[src/rtl/mem_arb_pkg.sv]
// Shared types and constants for the instruction-fetch / data memory arbiter.
package mem_arb_pkg;

    localparam int ADDR_W = 32;
    localparam int DATA_W = 32;
    localparam int BE_W   = DATA_W / 8;

    // Transaction phase of the single shared memory port.
    typedef enum logic [1:0] {
        IDLE  = 2'd0,
        ISSUE = 2'd1,
        WAIT  = 2'd2
    } state_e;

    // Which requester owns the current transaction.
    typedef enum logic [1:0] {
        OWN_NONE = 2'd0,
        OWN_IF   = 2'd1,
        OWN_D    = 2'd2
    } owner_e;

    // Payload presented on the m_* request bus.
    typedef struct packed {
        logic              we;
        logic [BE_W-1:0]   be;
        logic [ADDR_W-1:0] addr;
        logic [DATA_W-1:0] wdata;
    } mem_req_t;

    // Fetches are always full-word reads.
    function automatic mem_req_t fetch_payload(input logic [ADDR_W-1:0] addr);
        mem_req_t p;
        p.we    = 1'b0;
        p.be    = '1;
        p.addr  = addr;
        p.wdata = '0;
        return p;
    endfunction

    function automatic mem_req_t data_payload(input logic              we,
                                              input logic [BE_W-1:0]   be,
                                              input logic [ADDR_W-1:0] addr,
                                              input logic [DATA_W-1:0] wdata);
        mem_req_t p;
        p.we    = we;
        p.be    = be;
        p.addr  = addr;
        p.wdata = wdata;
        return p;
    endfunction

endpackage

[src/rtl/sat_counter.sv]
// Saturating up-counter with asynchronous active-low clear.
module sat_counter #(
    parameter int W = 16
) (
    input  logic         clk,
    input  logic         rst_n,
    input  logic         inc_i,
    output logic [W-1:0] cnt_o
);

    logic [W-1:0] cnt_q;
    logic [W-1:0] cnt_d;

    // Next count: step on inc, stick at all-ones.
    always_comb begin
        cnt_d = cnt_q;
        if (inc_i && (cnt_q != '1)) begin
            cnt_d = cnt_q + W'(1);
        end
    end

    // Count register.
    always_ff @(posedge clk or negedge rst_n) begin
        // NOTE: state registers use non-blocking assignments so every flop samples pre-edge values.
        if (!rst_n) begin
            cnt_q <= '0;
        end else begin
            cnt_q <= cnt_d;
        end
    end

    assign cnt_o = cnt_q;

endmodule

[src/rtl/mem_arb.sv]
// Two-requester arbiter (instruction fetch, data) in front of one single-port
// memory. One transaction outstanding at a time; data has priority unless the
// fetch side has lost STARVE_LIMIT contested arbitrations in a row.
module mem_arb
    import mem_arb_pkg::*;
#(
    parameter int STARVE_LIMIT = 4,
    parameter int CNT_W        = 16
) (
    input  logic              clk,
    input  logic              rst,

    input  logic              if_req,
    input  logic [ADDR_W-1:0] if_addr,
    output logic              if_gnt,
    output logic              if_rvalid,
    output logic [DATA_W-1:0] if_rdata,

    input  logic              d_req,
    input  logic              d_we,
    input  logic [BE_W-1:0]   d_be,
    input  logic [ADDR_W-1:0] d_addr,
    input  logic [DATA_W-1:0] d_wdata,
    output logic              d_gnt,
    output logic              d_rvalid,
    output logic [DATA_W-1:0] d_rdata,

    output logic              m_req,
    output logic              m_we,
    output logic [BE_W-1:0]   m_be,
    output logic [ADDR_W-1:0] m_addr,
    output logic [DATA_W-1:0] m_wdata,
    input  logic              m_ready,
    input  logic              m_rvalid,
    input  logic [DATA_W-1:0] m_rdata,

    output logic              busy,
    output logic [CNT_W-1:0]  conflict_cnt,
    output logic              err_spurious
);

    localparam int STV_W = $clog2(STARVE_LIMIT + 1);
    localparam logic [STV_W-1:0] STV_MAX = STV_W'(STARVE_LIMIT);

    state_e           state_q, state_d;
    owner_e           owner_q, owner_d;
    logic [STV_W-1:0] starve_q, starve_d;
    logic             err_q, err_d;

    owner_e           sel;          // requester driving m_* this cycle
    logic             fetch_wins;
    logic             conflict_inc;
    mem_req_t         req_bus;

    // Fetch wins if it is alone or has been starved long enough.
    assign fetch_wins = if_req && (!d_req || (starve_q == STV_MAX));

    // Next-state, arbitration, grant and response routing.
    always_comb begin
        // NOTE: every comb output gets a default first so no path leaves it unassigned (no latches).
        state_d   = state_q;
        owner_d   = owner_q;
        starve_d  = starve_q;
        err_d     = err_q;
        sel       = OWN_NONE;
        if_gnt    = 1'b0;
        d_gnt     = 1'b0;
        if_rvalid = 1'b0;
        d_rvalid  = 1'b0;

        // Outputs are forced quiet while reset is held, even though IDLE
        // would otherwise decode live requests combinationally.
        if (rst) begin
            unique case (state_q)
                IDLE: begin
                    if (if_req || d_req) begin
                        sel     = fetch_wins ? OWN_IF : OWN_D;
                        owner_d = sel;
                        state_d = m_ready ? WAIT : ISSUE;
                        if (if_req && d_req && !fetch_wins && (starve_q != STV_MAX)) begin
                            starve_d = starve_q + STV_W'(1);
                        end
                    end
                end
                ISSUE: begin
                    // Owner is locked; newer requests wait their turn.
                    sel     = owner_q;
                    state_d = m_ready ? WAIT : ISSUE;
                end
                WAIT: begin
                    if (m_rvalid) begin
                        if_rvalid = (owner_q == OWN_IF);
                        d_rvalid  = (owner_q == OWN_D);
                        owner_d   = OWN_NONE;
                        state_d   = IDLE;
                    end
                end
                default: begin
                    owner_d = OWN_NONE;
                    state_d = IDLE;
                end
            endcase

            if ((sel != OWN_NONE) && m_ready) begin
                if_gnt = (sel == OWN_IF);
                d_gnt  = (sel == OWN_D);
                if (sel == OWN_IF) begin
                    starve_d = '0;
                end
            end

            // A response with nothing outstanding is a protocol error.
            if (m_rvalid && (state_q != WAIT)) begin
                err_d = 1'b1;
            end
        end
    end

    // Payload mux onto the shared memory request bus.
    always_comb begin
        req_bus = '0;
        unique case (sel)
            OWN_IF:  req_bus = fetch_payload(if_addr);
            OWN_D:   req_bus = data_payload(d_we, d_be, d_addr, d_wdata);
            default: req_bus = '0;
        endcase
    end

    assign m_req   = (sel != OWN_NONE);
    assign m_we    = req_bus.we;
    assign m_be    = req_bus.be;
    assign m_addr  = req_bus.addr;
    assign m_wdata = req_bus.wdata;

    // Read data is a straight pass-through; only rvalid qualifies it.
    assign if_rdata = m_rdata;
    assign d_rdata  = m_rdata;

    assign busy         = (state_q != IDLE);
    assign err_spurious = err_q;

    // Control state registers.
    always_ff @(posedge clk or negedge rst) begin
        if (!rst) begin
            state_q  <= IDLE;
            owner_q  <= OWN_NONE;
            starve_q <= '0;
            err_q    <= 1'b0;
        end else begin
            state_q  <= state_d;
            owner_q  <= owner_d;
            starve_q <= starve_d;
            err_q    <= err_d;
        end
    end

    // Contention: both sides asking and neither served this cycle.
    assign conflict_inc = if_req && d_req && !if_gnt && !d_gnt;

    sat_counter #(
        .W (CNT_W)
    ) u_conflict_cnt (
        .clk   (clk),
        .rst_n (rst),
        .inc_i (conflict_inc),
        .cnt_o (conflict_cnt)
    );

endmodule

[config.mk]
export PLATFORM = sky130hd
export DESIGN_NAME = mem_arb
export DESIGN_NICKNAME = d
export VERILOG_FILES = /design/src/rtl/mem_arb_pkg.sv /design/src/rtl/sat_counter.sv /design/src/rtl/mem_arb.sv
export SDC_FILE = /design/constraint.sdc
export NUM_CORES = 1
export LEC_CHECK = 0
export ABC_AREA = 1
export ABC_CLOCK_PERIOD_IN_PS = 3150
export BUFFER_PORTS_ARGS = -buffer_cell sky130_fd_sc_hd__buf_2
export CAP_MARGIN = 20
export CELL_PAD_IN_SITES_DETAIL_PLACEMENT = 1
export CELL_PAD_IN_SITES_GLOBAL_PLACEMENT = 1
export CORE_MARGIN = 4
export CORE_UTILIZATION = 21
export CTS_CLUSTER_DIAMETER = 40
export DETAILED_ROUTE_END_ITERATION = 16
export HOLD_SLACK_MARGIN = 0.02
export PLACE_DENSITY_LB_ADDON = 0.1
export SYNTH_ARGS = -nofsm -noshare
export SYNTH_HDL_FRONTEND = slang
export SYNTH_SLANG_ARGS = --single-unit
[constraint.sdc]
create_clock -name clk -period 3.15 [get_ports clk]
set_input_delay 0.63 -clock clk [delete_from_list [all_inputs] [get_ports clk]]
set_output_delay 0.63 -clock clk [all_outputs]
set_load 0.01 [all_outputs]
==> results of run 1 <==
-- power breakdown --
group          leakage [nW]  internal [mW]  switching, mW
Clock                0.0511          0.253          0.118
Sequential            0.315          0.369         0.0713
Combinational          1.95          0.482          0.645
Total                  2.31           1.10          0.834
-- synth_stat cells --
| cell | instances | area, um^2 |
|---|---|---|
| sky130_fd_sc_hd__o21ai_0 | 3 | 15.01 |
| sky130_fd_sc_hd__xnor2_1 | 8 | 70.07 |
| sky130_fd_sc_hd__o22ai_1 | 1 | 6.260 |
| sky130_fd_sc_hd__dfrtp_1 | 24 | 600.6 |
| sky130_fd_sc_hd__o21a_1 | 1 | 7.510 |
| sky130_fd_sc_hd__buf_6 | 1 | 11.26 |
| sky130_fd_sc_hd__nor3_1 | 1 | 5.000 |
| sky130_fd_sc_hd__inv_1 | 49 | 183.9 |
| sky130_fd_sc_hd__inv_2 | 1 | 3.750 |
| sky130_fd_sc_hd__nand4_1 | 3 | 18.77 |
| sky130_fd_sc_hd__buf_1 | 2 | 7.510 |
| sky130_fd_sc_hd__nor3_4 | 1 | 16.27 |
| sky130_fd_sc_hd__clkbuf_1 | 13 | 48.80 |
| sky130_fd_sc_hd__nand2_4 | 2 | 22.52 |
| sky130_fd_sc_hd__clkinv_1 | 1 | 3.750 |
| sky130_fd_sc_hd__nor2_4 | 5 | 56.30 |
| sky130_fd_sc_hd__o21bai_1 | 1 | 7.510 |
| sky130_fd_sc_hd__buf_4 | 66 | 495.5 |
| sky130_fd_sc_hd__nand3_1 | 24 | 120.1 |
| sky130_fd_sc_hd__nor2_1 | 22 | 82.58 |
| sky130_fd_sc_hd__nor4_1 | 2 | 12.51 |
| sky130_fd_sc_hd__a21oi_1 | 38 | 190.2 |
| sky130_fd_sc_hd__ha_1 | 6 | 75.07 |
| sky130_fd_sc_hd__nand2_1 | 165 | 619.3 |
| sky130_fd_sc_hd__a211oi_1 | 1 | 7.510 |
| sky130_fd_sc_hd__nand2_2 | 5 | 31.28 |
| sky130_fd_sc_hd__xor2_1 | 6 | 52.55 |
| sky130_fd_sc_hd__mux2i_1 | 1 | 10.01 |
| sky130_fd_sc_hd__nand3_2 | 1 | 10.01 |
-- per-layer routing --
layer	track usage	vias to the layer above
met5	0	-
met3	0.04026	38
met2	0.2851	121
li1	-	1606
met1	0.1817	1521
met4	0.02907	0
-- layout make-up --
class / count / area, um^2
Timing Repair Buffer: 216 / 1244
Clock inverter: 1 / 30.03
Antenna cell: 4 / 10.01
Tap cell: 172 / 215.2
Clock buffer: 3 / 75.07
Multi-Input combinational cell: 297 / 1540
Fill cell: 1701 / 8915
Sequential cell: 24 / 600.6
Inverter: 51 / 195.2
-- cells in the final DEF, fill, tap and decap left out, types with 2 or more instances in the layout --
cell type	count
sky130_fd_sc_hd__a21oi_1	23
sky130_fd_sc_hd__a21oi_2	15
sky130_fd_sc_hd__buf_12	2
sky130_fd_sc_hd__buf_2	198
sky130_fd_sc_hd__buf_4	8
sky130_fd_sc_hd__buf_6	4
sky130_fd_sc_hd__clkbuf_16	6
sky130_fd_sc_hd__dfrtp_1	24
sky130_fd_sc_hd__diode_2	4
sky130_fd_sc_hd__ha_1	2
sky130_fd_sc_hd__ha_2	3
sky130_fd_sc_hd__inv_1	49
sky130_fd_sc_hd__nand2_1	160
sky130_fd_sc_hd__nand2_2	8
sky130_fd_sc_hd__nand2_4	4
sky130_fd_sc_hd__nand3_1	23
sky130_fd_sc_hd__nand3_2	2
sky130_fd_sc_hd__nand4_1	3
sky130_fd_sc_hd__nor2_1	22
sky130_fd_sc_hd__nor2_4	5
sky130_fd_sc_hd__nor4_1	2
sky130_fd_sc_hd__o21ai_0	3
sky130_fd_sc_hd__xnor2_1	8
sky130_fd_sc_hd__xor2_1	6
-- worst reg2reg max path: cells and delay by family, from the launching register on --
family                   cells  cell delay, ns
AND/OR/NAND/NOR             10            1.25
flip-flops                   1            0.37
buffers and inverters        2            0.20
adder cells (fa/ha/maj)      1            0.18
-- what timing repair did --
action / in CTS / in global routing
endpoints found under the setup margin: 1 / 36
resized for setup: 0 / 29
pin swaps: 0 / 1
buffers inserted: 0 / 6
gates cloned: 1 / 5
-- worst paths after layout --
| path | end | slack, ns | cells past startpoint |
|---|---|---|---|
| worst min-delay path | owner_q[1] | 0.21 | 1 |
| worst max register to register | u_conflict_cnt.cnt_o[6] | 1.04 | 13 |
| worst max-delay path | m_addr[31] | 0.1 | 12 |
| worst min register to register | err_spurious | 0.51 | 1 |
| max in group asynchronous | starve_q[0] | 2.33 | 2 |
| min in group clk | err_spurious | 0.51 | 1 |
-- sequential cells by signal, summed over array words and instances (netlist names) --
| signal | cells |
|---|---|
| owner_q | 2 |
| starve_q | 3 |
| u_conflict_cnt.cnt_o | 16 |
| err_spurious | 1 |
| state_q | 2 |
-- kinds of logic (layout without fill, tap and decap cells) --
logic type / count (synthesis) / after routing / share of synthesized area
AO/OA/AOI/OAI: 45 / 45 / 0.08382
XOR/XNOR: 14 / 14 / 0.04393
adder cells (fa/ha/maj): 6 / 6 / 0.02689
buffers and inverters: 133 / 271 / 0.2703
flip-flops: 24 / 24 / 0.2152
multiplexers: 1 / 1 / 0.003586
other: 0 / 4 / 0
AND/OR/NAND/NOR: 231 / 231 / 0.3563
-- metrics by stage --
step	instance area [um^2]	setup slack [ns]	setup TNS [ns]
finish	3910	0.09682	0
global route	3902	-0.01701	-0.06711
CTS	3645	0.0004927	0
detailed placement	3507	0.1801	0
global placement	3507	0.1723	0
floorplan	2791	0.4038	0
==> results.md, run 1 <==
Floorplanning:
- The I/O pin count is 295.
- The area of the die is 15200 um^2.
- The initialized floorplan defines 41 standard-cell rows.
- The width of the chip is 123.3 um.
- The core region area is 12820 um^2.
- The floorplan step set the die height to 123.3 um.
- For this configuration, the core starts out at a cell density of 0.2177.

Critical path:
- The longest individual stage delay on the worst path is 0.39 ns.
- The most numerous cell type found on the critical path is sky130_fd_sc_hd__nand2_2.
- The kind of start point of the critical path is a register.
- The worst-path maximum fanout is 8.
- The cell at the slowest stage of the critical path is sky130_fd_sc_hd__dfrtp_1.
- For the worst setup path, the data arrival time is 2.42 ns.
- The reg-to-reg critical path startpoint is starve_q[0].
- The path type of the worst setup path is register to primary output.
- The worst setup path is captured at a primary output.
- The first element of the critical path is starve_q[0].
- The critical path goes through inv_1, ha_2, nand2_2, nand2_2, nand3_2, nand2_2, nand2_4, ha_4, clkinvlp_4, clkbuf_16, a21oi_1, buf_2.
- The number of buffers and inverters on the critical path is 4.
- On the critical path the largest part of the delay comes from buffers and inverters.
- For the worst setup path, the data required time is 2.52 ns.

Detailed routing:
- Wire segments on met3 add up to 1119 um in the final route.
- Once detail routing completed, the nets flagged for antenna violations numbered 0.
- After the first detailed-routing iteration, the DRC count stood at 234.
- In the final routed layout, each cell accounts on average for 17.54 um.
- Using the TritonRoute via totals, the vias-per-cell ratio works out to 4.279.
- The highest metal layer used by the detailed router is met4.
- The first detailed-routing pass ran for 4 iterations.
- After detailed routing, the number of remaining DRC violations is 0.
- The sum of routed wire length over all layers is 13470 um.
- The met1 wire length is 5175 um.
- Detailed routing inserted a total of 3286 vias.
- Summed over all nets, wire length on met2 after detailed routing comes to 6977 um.

Clock tree:
- TritonCTS built the clock tree.
- The number of clock buffers inserted by TritonCTS is 3.
- After clock tree synthesis, the flow added hold-fix buffers numbering 0.
- The clock net sink count is 24.
- No sink is reached through more buffers than the 2 on the longest clock path.
- The register clock-pin slew on the reported worst setup and hold paths is 0.07 ns.
- The tree is rooted in a sky130_fd_sc_hd__clkbuf_16.
- The clock reaches the later pin of the worst-skew pair after 0.26 ns.
- In this run the number of H-tree levels came out at 1.

GRT:
- The maximum number of pins on one net before global-route repair is 36.
- The via count of the first global-routing pass came to 3214.
- Global routing finished with a remaining overflow of 0.
- The initial antenna violation count came to 1.
- In the global route stage, overall resource usage came out at 0.1551.
- The first global-routing pass estimated 18570 um of wire.

Layout:
- The count of cells in the finished layout, fillers not included, comes to 768.
- Compared with the post-synthesis result, the final layout area differs by 40.07%.
- The share of cells above drive strength 1 is 0.4409.
- The fraction of the core area covered by cells at the end of the flow is 0.3049.
- At the end of the flow, the number of nets in the layout was 738.

Logic synthesis:
- The average cell area after synthesis is 6.149 um^2.
- The total standard cell area after synthesis is 2791 um^2.
- For this run, the register share of the synthesized area comes to 0.2152.
- The gate count after technology mapping is 454.
- The synthesized netlist net count is 599.
- Synthesis inferred 24 register bits.
- Yosys printed 0 warnings.
- The count of cell types in the netlist is 29.

Placed design:
- Including well taps, the total number of placed cells is 748.
- The port buffer count is 198.
- The routability-driven placement congestion ratio is 0.7925.
- The HPWL after detailed placement is 10650 um.

Timing:
- The final-report max-slew violation count is 0.
- The headroom to the max-slew limit is 0.6714.
- The final hold slack is 0.2148 ns.
- At the pin with the least slew margin, the transition time is 0.4917 ns.
- The portion of the clock cycle consumed by the worst path in the final layout is 0.9693.
- The worst path in the final design needs a cycle of 3.053 ns, including I/O delays and setup.
- On the final layout, the worst clock skew is 0.002666 ns.
- The number of hold violations in the final report is 0.
- Derived from the worst setup path, the maximum achievable clock frequency is 0.3275 GHz.
- The final setup violation count is 0.

Run status:
- The flow ran to the end, and the final reports show no timing, DRC or antenna violations.

Worst hold path:
- The kind of path behind the tightest hold check is input pin to asynchronous set/reset pin.

Power and ir drop:
- The power per cell area is 495.8 nW/um^2.
- The design draws 1.939 mW.
- The worst-case IR drop observed on VDD is 213.1 uV.
- The analysis attributes to cell leakage a power of 2.313 nW.

Run:
- Across the run, the number of max-cap violations was 0.
Note: power is estimated with default switching activity, not from simulation.
==> inputs of run 2 (changes only) <==
--- a/config.mk
+++ b/config.mk
@@ -15,6 +15,7 @@
 export CORE_UTILIZATION = 21
 export CTS_CLUSTER_DIAMETER = 40
 export DETAILED_ROUTE_END_ITERATION = 16
+export GPL_TIMING_DRIVEN = 0
 export HOLD_SLACK_MARGIN = 0.02
 export PLACE_DENSITY_LB_ADDON = 0.1
 export SYNTH_ARGS = -nofsm -noshare
==> results.md, run 2 (synthesis results as in run 1) <==
Critical path:
- By instance count, the cell type seen most on the critical path is sky130_fd_sc_hd__nand2_1.
- The number of buffers and inverters on the critical path is 4 (unchanged).
- The cell class contributing the biggest share of worst-path delay is buffers and inverters.
- The data required time at the worst endpoint is 2.52 ns (about the same).
- The critical path is of the register to primary output type.
- The worst-path maximum fanout is 10 (+2).
- The kind of end point of the critical path is a primary output.
- The cell at the slowest stage of the critical path is sky130_fd_sc_hd__dfrtp_1.
- The worst setup path is launched from a register.
- The longest individual stage delay on the worst path was 0.38 ns (about the same).
- The arrival time of data at the critical path endpoint is 2.37 ns (-0.05 ns).
- The critical path goes through inv_1, ha_1, nand2_1, nand2_1, nand2_1, nand2_2, nand2_2, nand2_4, inv_1, ha_2, clkbuf_4, nand2_1, a21oi_1, buf_2.

Timing:
- The headroom to the max-slew limit is 0.6766 (+0.005139).
- The slew at the pin with the worst max-slew slack is 0.4814 ns (-0.01025 ns).
- The final period demand of the worst path is 2.998 ns (-0.05530 ns).
- Setup repair after global routing could not meet its margin everywhere.
- The final setup violation count is 0 (unchanged).
- The portion of the clock cycle consumed by the worst path in the final layout is 0.9517 (-0.01756).
- The final setup TNS came to 0 ns (unchanged).
- The number of hold violations in the final report is 0 (unchanged).
- The final-report max-slew violation count was 0 (unchanged).
- The achievable clock frequency was 0.3336 GHz (+1.8%).
- The final clock skew is 0.005735 ns (+0.003069 ns).

GRT:
- The initial antenna violation count came to 0 (-1).
- The overall global routing resource usage is 0.1643 (+0.009236).
- The maximum number of pins on one net before global-route repair is 31 (-14%).
- The wire length of the first global-routing pass is 19780 um (+6.5%).
- The via count of the first global-routing pass came to 3794 (+18%).
- The total grt overflow is 0 (unchanged).

Layout:
- The layout overhead on the synthesized area is 60.60%.
- The number of flip-flops in the largest register was 16 (unchanged).
- Leaving out fill and tap cells, the most frequent cell in the layout is sky130_fd_sc_hd__buf_2.
- The multi-input combinational cell area is 1454 um^2 (-5.6%).
- The number of nets in the layout is 864 (+17%).
- The storage element area came to 600.6 um^2 (unchanged).
- The library cells used most frequently in the layout, excluding fill and tap cells, are sky130_fd_sc_hd__buf_2, sky130_fd_sc_hd__nand2_1, sky130_fd_sc_hd__buf_4, sky130_fd_sc_hd__inv_1, sky130_fd_sc_hd__a21oi_1.
- The total of fill cells in the finished design was 1790 (+5.2%).
- The final design area excluding fillers came to 4483 um^2 (+15%).
- The share of cells above drive strength 1 came to 0.5084 (+0.06748).

Clock tree:
- The register clock-pin slew on the reported worst setup and hold paths is 0.07 ns (about the same).
- The post-CTS resize count was 17 (+17).
- The TritonCTS clock tree is built.
- The number of clock buffers inserted by TritonCTS is 3 (unchanged).
- The CTS H-tree depth is 1 (unchanged).
- The clock net sink count is 24 (unchanged).
- The library cell used as clock root buffer is sky130_fd_sc_hd__clkbuf_16.
- The clock latency at the later pin of the worst-skew pair is 0.26 ns (about the same).
- The hold buffer count at CTS is 0 (unchanged).
- The buffer count from post-CTS setup fixing is 0 (unchanged).
- The maximum buffer depth of the clock tree is 2 (unchanged).

Power and ir drop:
- The reported leakage power came to 2.808 nW (+21%).
- The worst IR drop on VDD is 210.2 uV (-1.4%).
- The power per cell area came to 411.2 nW/um^2 (-17%).

Placed design:
- The HPWL after detailed placement is 12100 um (+14%).
- The port buffer count is 262 (+32%).
- The cell area after placement was 4318 um^2 (+23%).
- The routability-driven placement congestion ratio is 0.7834 (-1.1%).

Detailed routing:
- The detailed-route wire length per cell is 15.55 um (-11%).
- The remaining design rule violation count is 0 (unchanged).
- The number of detailed-routing iterations run before antenna repair is 4 (unchanged).
- The number of vias in the routed layout is 3719 (+13%).
- The sum of routed wire length over all layers is 13860 um (+2.9%).
- The violation count after the first detailed-routing iteration is 95 (-59%).
- The number of vias per cell after detailed routing is 4.174 (-2.4%).
- The number of routed nets with antenna violations is 0 (unchanged).

Run status:
- The run finished with clean final reports.

Floorplanning:
- The number of cell rows is 41 (unchanged).
- The I/O pin count is 295 (unchanged).
- The area of the die is 15200 um^2 (unchanged).
- The chip height is 123.3 um (unchanged).
- The width of the chip is 123.3 um (unchanged).
- The effective utilization at floorplan was 0.2177 (unchanged).
- The core region area is 12820 um^2 (unchanged).

Worst hold path:
- The kind of path behind the tightest hold check is input pin to asynchronous set/reset pin.

Run:
- The number of maximum-capacitance constraint violations was 0 (unchanged).
## run 2: path summary, 6_finish.rpt
path / from / end / slack, ns / depth (start not counted)
hold reg to reg: err_spurious / err_spurious / 0.47 / 1
setup / recovery: starve_q[0] / m_addr[7] / 0.15 / 14
setup reg to reg: starve_q[0] / u_conflict_cnt.cnt_o[9] / 1.26 / 12
hold / removal: rst / u_conflict_cnt.cnt_o[1] / 0.29 / 1
min in group clk: err_spurious / err_spurious / 0.47 / 1
max in group asynchronous: rst / u_conflict_cnt.cnt_o[9] / 2.57 / 1
## run 2: where the power goes
part           internal [mW]  switching, mW
combinational          0.419          0.603
sequential             0.369         0.0728
clock                  0.253          0.126
## run 2: final cells by class
cell class | instances | share of cell area
inverter | 51 | 0.04326
tap | 172 | 0.04800
clock buffer | 3 | 0.01675
timing repair buffer | 262 | 0.2931
buffer | 80 | 0.1334
clock inverter | 1 | 0.006698
sequential | 24 | 0.1340
multi-input combinational | 297 | 0.3243
antenna | 1 | 0.0005582
## run 2: stage by stage
step                setup WS (ns)  instances  hold slack (ns)  utilization  power [mW]
CTS                      0.002040        890           0.3106       0.3464       1.852
finish                     0.1521        891           0.2906       0.3496       1.844
floorplan                  0.4038        454           0.3344            -       1.025
global route             -0.05832        890           0.3213       0.3494       2.004
global placement          -0.4134        888           0.4584       0.3367       1.427
detailed placement        -0.4511        888           0.4657       0.3367       1.451
## run 2: layer usage
layer / vias up / share of wire / track usage
li1: 1855 / - / -
met1: 1700 / 0.36 / 0.1802
met2: 156 / 0.55 / 0.3238
met3: 8 / 0.090 / 0.04026
met4: 0 / 0.0090 / 0.02076
met5: - / 0 / 0
## run 2: worst reg2reg max path: stages, from the launching register on
cell and delay [ns]:
sky130_fd_sc_hd__dfrtp_1 0.38, sky130_fd_sc_hd__inv_1 0.07, sky130_fd_sc_hd__ha_1 0.19, sky130_fd_sc_hd__nand2_1 0.08
sky130_fd_sc_hd__nand2_1 0.07, sky130_fd_sc_hd__nand3_1 0.13, sky130_fd_sc_hd__nand2_2 0.09, sky130_fd_sc_hd__nand2_2 0.08
sky130_fd_sc_hd__nor2_4 0.06, sky130_fd_sc_hd__nor2_4 0.22, sky130_fd_sc_hd__buf_4 0.24, sky130_fd_sc_hd__nand3_1 0.12
sky130_fd_sc_hd__nand2_1 0.09
==> inputs of run 3 (changes only) <==
--- a/config.mk
+++ b/config.mk
@@ -17,7 +17,7 @@
 export DETAILED_ROUTE_END_ITERATION = 16
 export GPL_TIMING_DRIVEN = 0
 export HOLD_SLACK_MARGIN = 0.02
-export PLACE_DENSITY_LB_ADDON = 0.1
+export PLACE_DENSITY = 0.9
 export SYNTH_ARGS = -nofsm -noshare
 export SYNTH_HDL_FRONTEND = slang
 export SYNTH_SLANG_ARGS = --single-unit
==> results.md, run 3 (synthesis results as in run 1) <==
Run status:
- The flow ran to the end, and the final reports show no timing, DRC or antenna violations.

Layout:
- The most common cell after layout, fill and taps aside is sky130_fd_sc_hd__buf_2.
- The final instance count without filler cells is 889 (-0.22%).
- The number of flip-flops in the largest register came to 16 (unchanged).
- The antenna diode instance count is 0 (-1).
- The layout overhead on the synthesized area is 59.97%.
- The share of cells above drive strength 1 came to 0.5091 (+0.0007090).
- The top cell types in the final layout, fill and taps aside, are sky130_fd_sc_hd__buf_2, sky130_fd_sc_hd__nand2_1, sky130_fd_sc_hd__buf_4, sky130_fd_sc_hd__inv_1, sky130_fd_sc_hd__a21oi_1.
- The number of nets in the layout is 864 (unchanged).
- The fraction of the core area covered by cells at the end of the flow is 0.3482 (-0.001366).
- The final design area excluding fillers is 4466 um^2 (-0.39%).

Timing:
- The final setup violation count came to 0 (unchanged).
- The final period demand of the worst path is 2.962 ns (-0.03634 ns).
- The portion of the clock cycle consumed by the worst path in the final layout is 0.9402 (-0.01154).
- The final critical-path setup slack came to 0.1885 ns (+0.03634 ns).
- The slew at the pin with the worst max-slew slack was 0.4556 ns (-0.02587 ns).
- The number of hold violations in the final report is 0 (unchanged).
- The final clock skew came to 0.002540 ns (-0.003195 ns).
- The headroom to the max-slew limit is 0.6940 (+0.01738).
- The final-report max-slew violation count is 0 (unchanged).
- Setup repair after global routing left no endpoint under its margin.
- The achievable clock frequency came to 0.3377 GHz (+1.2%).

Detailed routing:
- The number of detailed-routing iterations run before antenna repair is 4 (unchanged).
- The sum of routed wire length over all layers is 13510 um (-2.6%).
- The number of vias in the routed layout was 3747 (+0.75%).
- The detailed router used layers up to and including met5.
- The total length of routed met3 wires is 1246 um (-0.24%).
- The remaining design rule violation count came to 0 (unchanged).
- The met1 wire length was 4739 um (-3.9%).
- The number of vias per cell after detailed routing is 4.215 (+0.98%).
- The violation count after the first detailed-routing iteration is 120 (+26%).
- The wire length on met2 is 7375 um (-2.4%).
- The detailed-route wire length per cell is 15.19 um (-2.3%).
- The number of routed nets with antenna violations is 0 (unchanged).

Clock tree:
- The clock latency at the later pin of the worst-skew pair is 0.26 ns (about the same).
- The hold buffer count at CTS is 0 (unchanged).
- The number of clock buffers inserted by TritonCTS was 3 (unchanged).
- The clock net sink count is 24 (unchanged).
- TritonCTS built the clock tree.
- The CTS H-tree depth was 1 (unchanged).
- The library cell used as clock root buffer is sky130_fd_sc_hd__clkbuf_16.
- The maximum buffer depth of the clock tree is 2 (unchanged).
- The register clock-pin slew on the reported worst setup and hold paths is 0.06 ns (about the same).

Placed design:
- The routability-driven placement congestion ratio is 0.8178 (+4.4%).
- The HPWL after detailed placement is 12020 um (-0.70%).
- The port buffer count is 262 (unchanged).
- The pre-CTS worst setup slack was -0.4591 ns (-0.008067 ns).
- The cell total after placement is 888 (unchanged).
- The cell area after placement is 4318 um^2 (unchanged).

Critical path:
- The worst-path maximum fanout is 10 (unchanged).
- By startpoint and endpoint, the worst setup path is classified as register to primary output.
- The reg-to-reg critical path startpoint is starve_q[0].
- The arrival time of data at the critical path endpoint is 2.33 ns (-0.04 ns).
- The depth of the most critical reg-to-reg path is 13 (+1).
- The capture instance of the worst register-to-register path is u_conflict_cnt.cnt_o[4].
- The data required time at the worst endpoint is 2.52 ns (about the same).
- The worst-case register-to-register setup slack came to 1.28 ns (+0.02 ns).
- STA classifies the critical path endpoint as a primary output.
- The worst setup path is launched from a register.

Power and ir drop:
- The power per cell area is 389.9 nW/um^2 (-5.2%).
- The reported leakage power is 2.790 nW (-0.65%).
- The power consumption was 1.741 mW (-5.6%).
- The worst IR drop on VDD is 211.0 uV (+0.36%).

GRT:
- The overall global routing resource usage is 0.1571 (-0.007168).
- The maximum number of pins on one net before global-route repair came to 31 (unchanged).
- The initial antenna violation count was 2 (+2).
- The via count of the first global-routing pass is 3755 (-1.0%).
- The wire length of the first global-routing pass came to 19100 um (-3.4%).
- The total grt overflow came to 0 (unchanged).

Floorplanning:
- The core region area is 12820 um^2 (unchanged).
- The width of the chip was 123.3 um (unchanged).
- The chip height is 123.3 um (unchanged).
- The I/O pin count is 295 (unchanged).
- The number of cell rows came to 41 (unchanged).
- The area of the die is 15200 um^2 (unchanged).
- The effective utilization at floorplan is 0.2177 (unchanged).

Worst hold path:
- The min-delay analysis places its worst path in the category input pin to asynchronous set/reset pin.

Run:
- The number of maximum-capacitance constraint violations is 0 (unchanged).
==> run 3: per-stage QoR <==
stage	setup TNS, ns	hold slack [ns]
2_1_floorplan	0	0.3344
3_3_place_gp	-13.11	0.4622
3_5_place_dp	-15.23	0.4564
4_1_cts	0	0.3076
5_1_grt	0	0.3190
6_report	0	0.2925
==> run 3: final cells by class <==
class                      instances  area, um^2
buffer                            80       599.3
sequential                        24       600.6
inverter                          51       193.9
fill                            1797        8359
tap                              172       215.2
clock buffer                       3       75.07
timing repair buffer             262        1314
multi-input combinational        297        1468
==> run 3: worst max path at each step <==
stage	from	to	slack, ns	cells after the start
after floorplan	d_req	m_wdata[20]	0.40	12
after global placement	rst	m_addr[23]	-0.38	9
after detailed placement	rst	m_addr[30]	-0.46	9
after CTS	starve_q[0]	m_addr[23]	0.006	12
after global routing	starve_q[0]	m_addr[23]	0.006	12
final	starve_q[0]	m_addr[23]	0.19	12
==> run 3: timing repair <==
action                     4_1_cts  5_1_grt
pin swaps                        0        0
setup endpoints to repair       64       66
setup buffers                    0        0
hold endpoints to repair         0        0
resized for setup               20       21
==> run 3: routing by layer <==
| layer | global-route usage | vias to the layer above |
|---|---|---|
| met3 | 0.04163 | 13 |
| met1 | 0.1639 | 1730 |
| met2 | 0.3170 | 144 |
| li1 | - | 1856 |
| met4 | 0.02076 | 4 |
| met5 | 0 | - |
==> run 3: power breakdown <==
group	internal, mW	leakage [nW]	switching [mW]
logic	0.421	2.44	0.605
registers	0.370	0.315	0.0707
clock network	0.168	0.0370	0.106
==> run 3: critical path, cell delays in order (launching register included) <==
cell	delay (ns)
sky130_fd_sc_hd__dfrtp_1	0.40
sky130_fd_sc_hd__inv_1	0.08
sky130_fd_sc_hd__ha_1	0.14
sky130_fd_sc_hd__nand2_1	0.07
sky130_fd_sc_hd__nand2_1	0.08
sky130_fd_sc_hd__nand3_1	0.13
sky130_fd_sc_hd__nand2_1	0.14
sky130_fd_sc_hd__nand2_2	0.11
sky130_fd_sc_hd__ha_1	0.35
sky130_fd_sc_hd__inv_4	0.08
sky130_fd_sc_hd__clkbuf_4	0.19
sky130_fd_sc_hd__a21oi_2	0.15
sky130_fd_sc_hd__buf_2	0.16
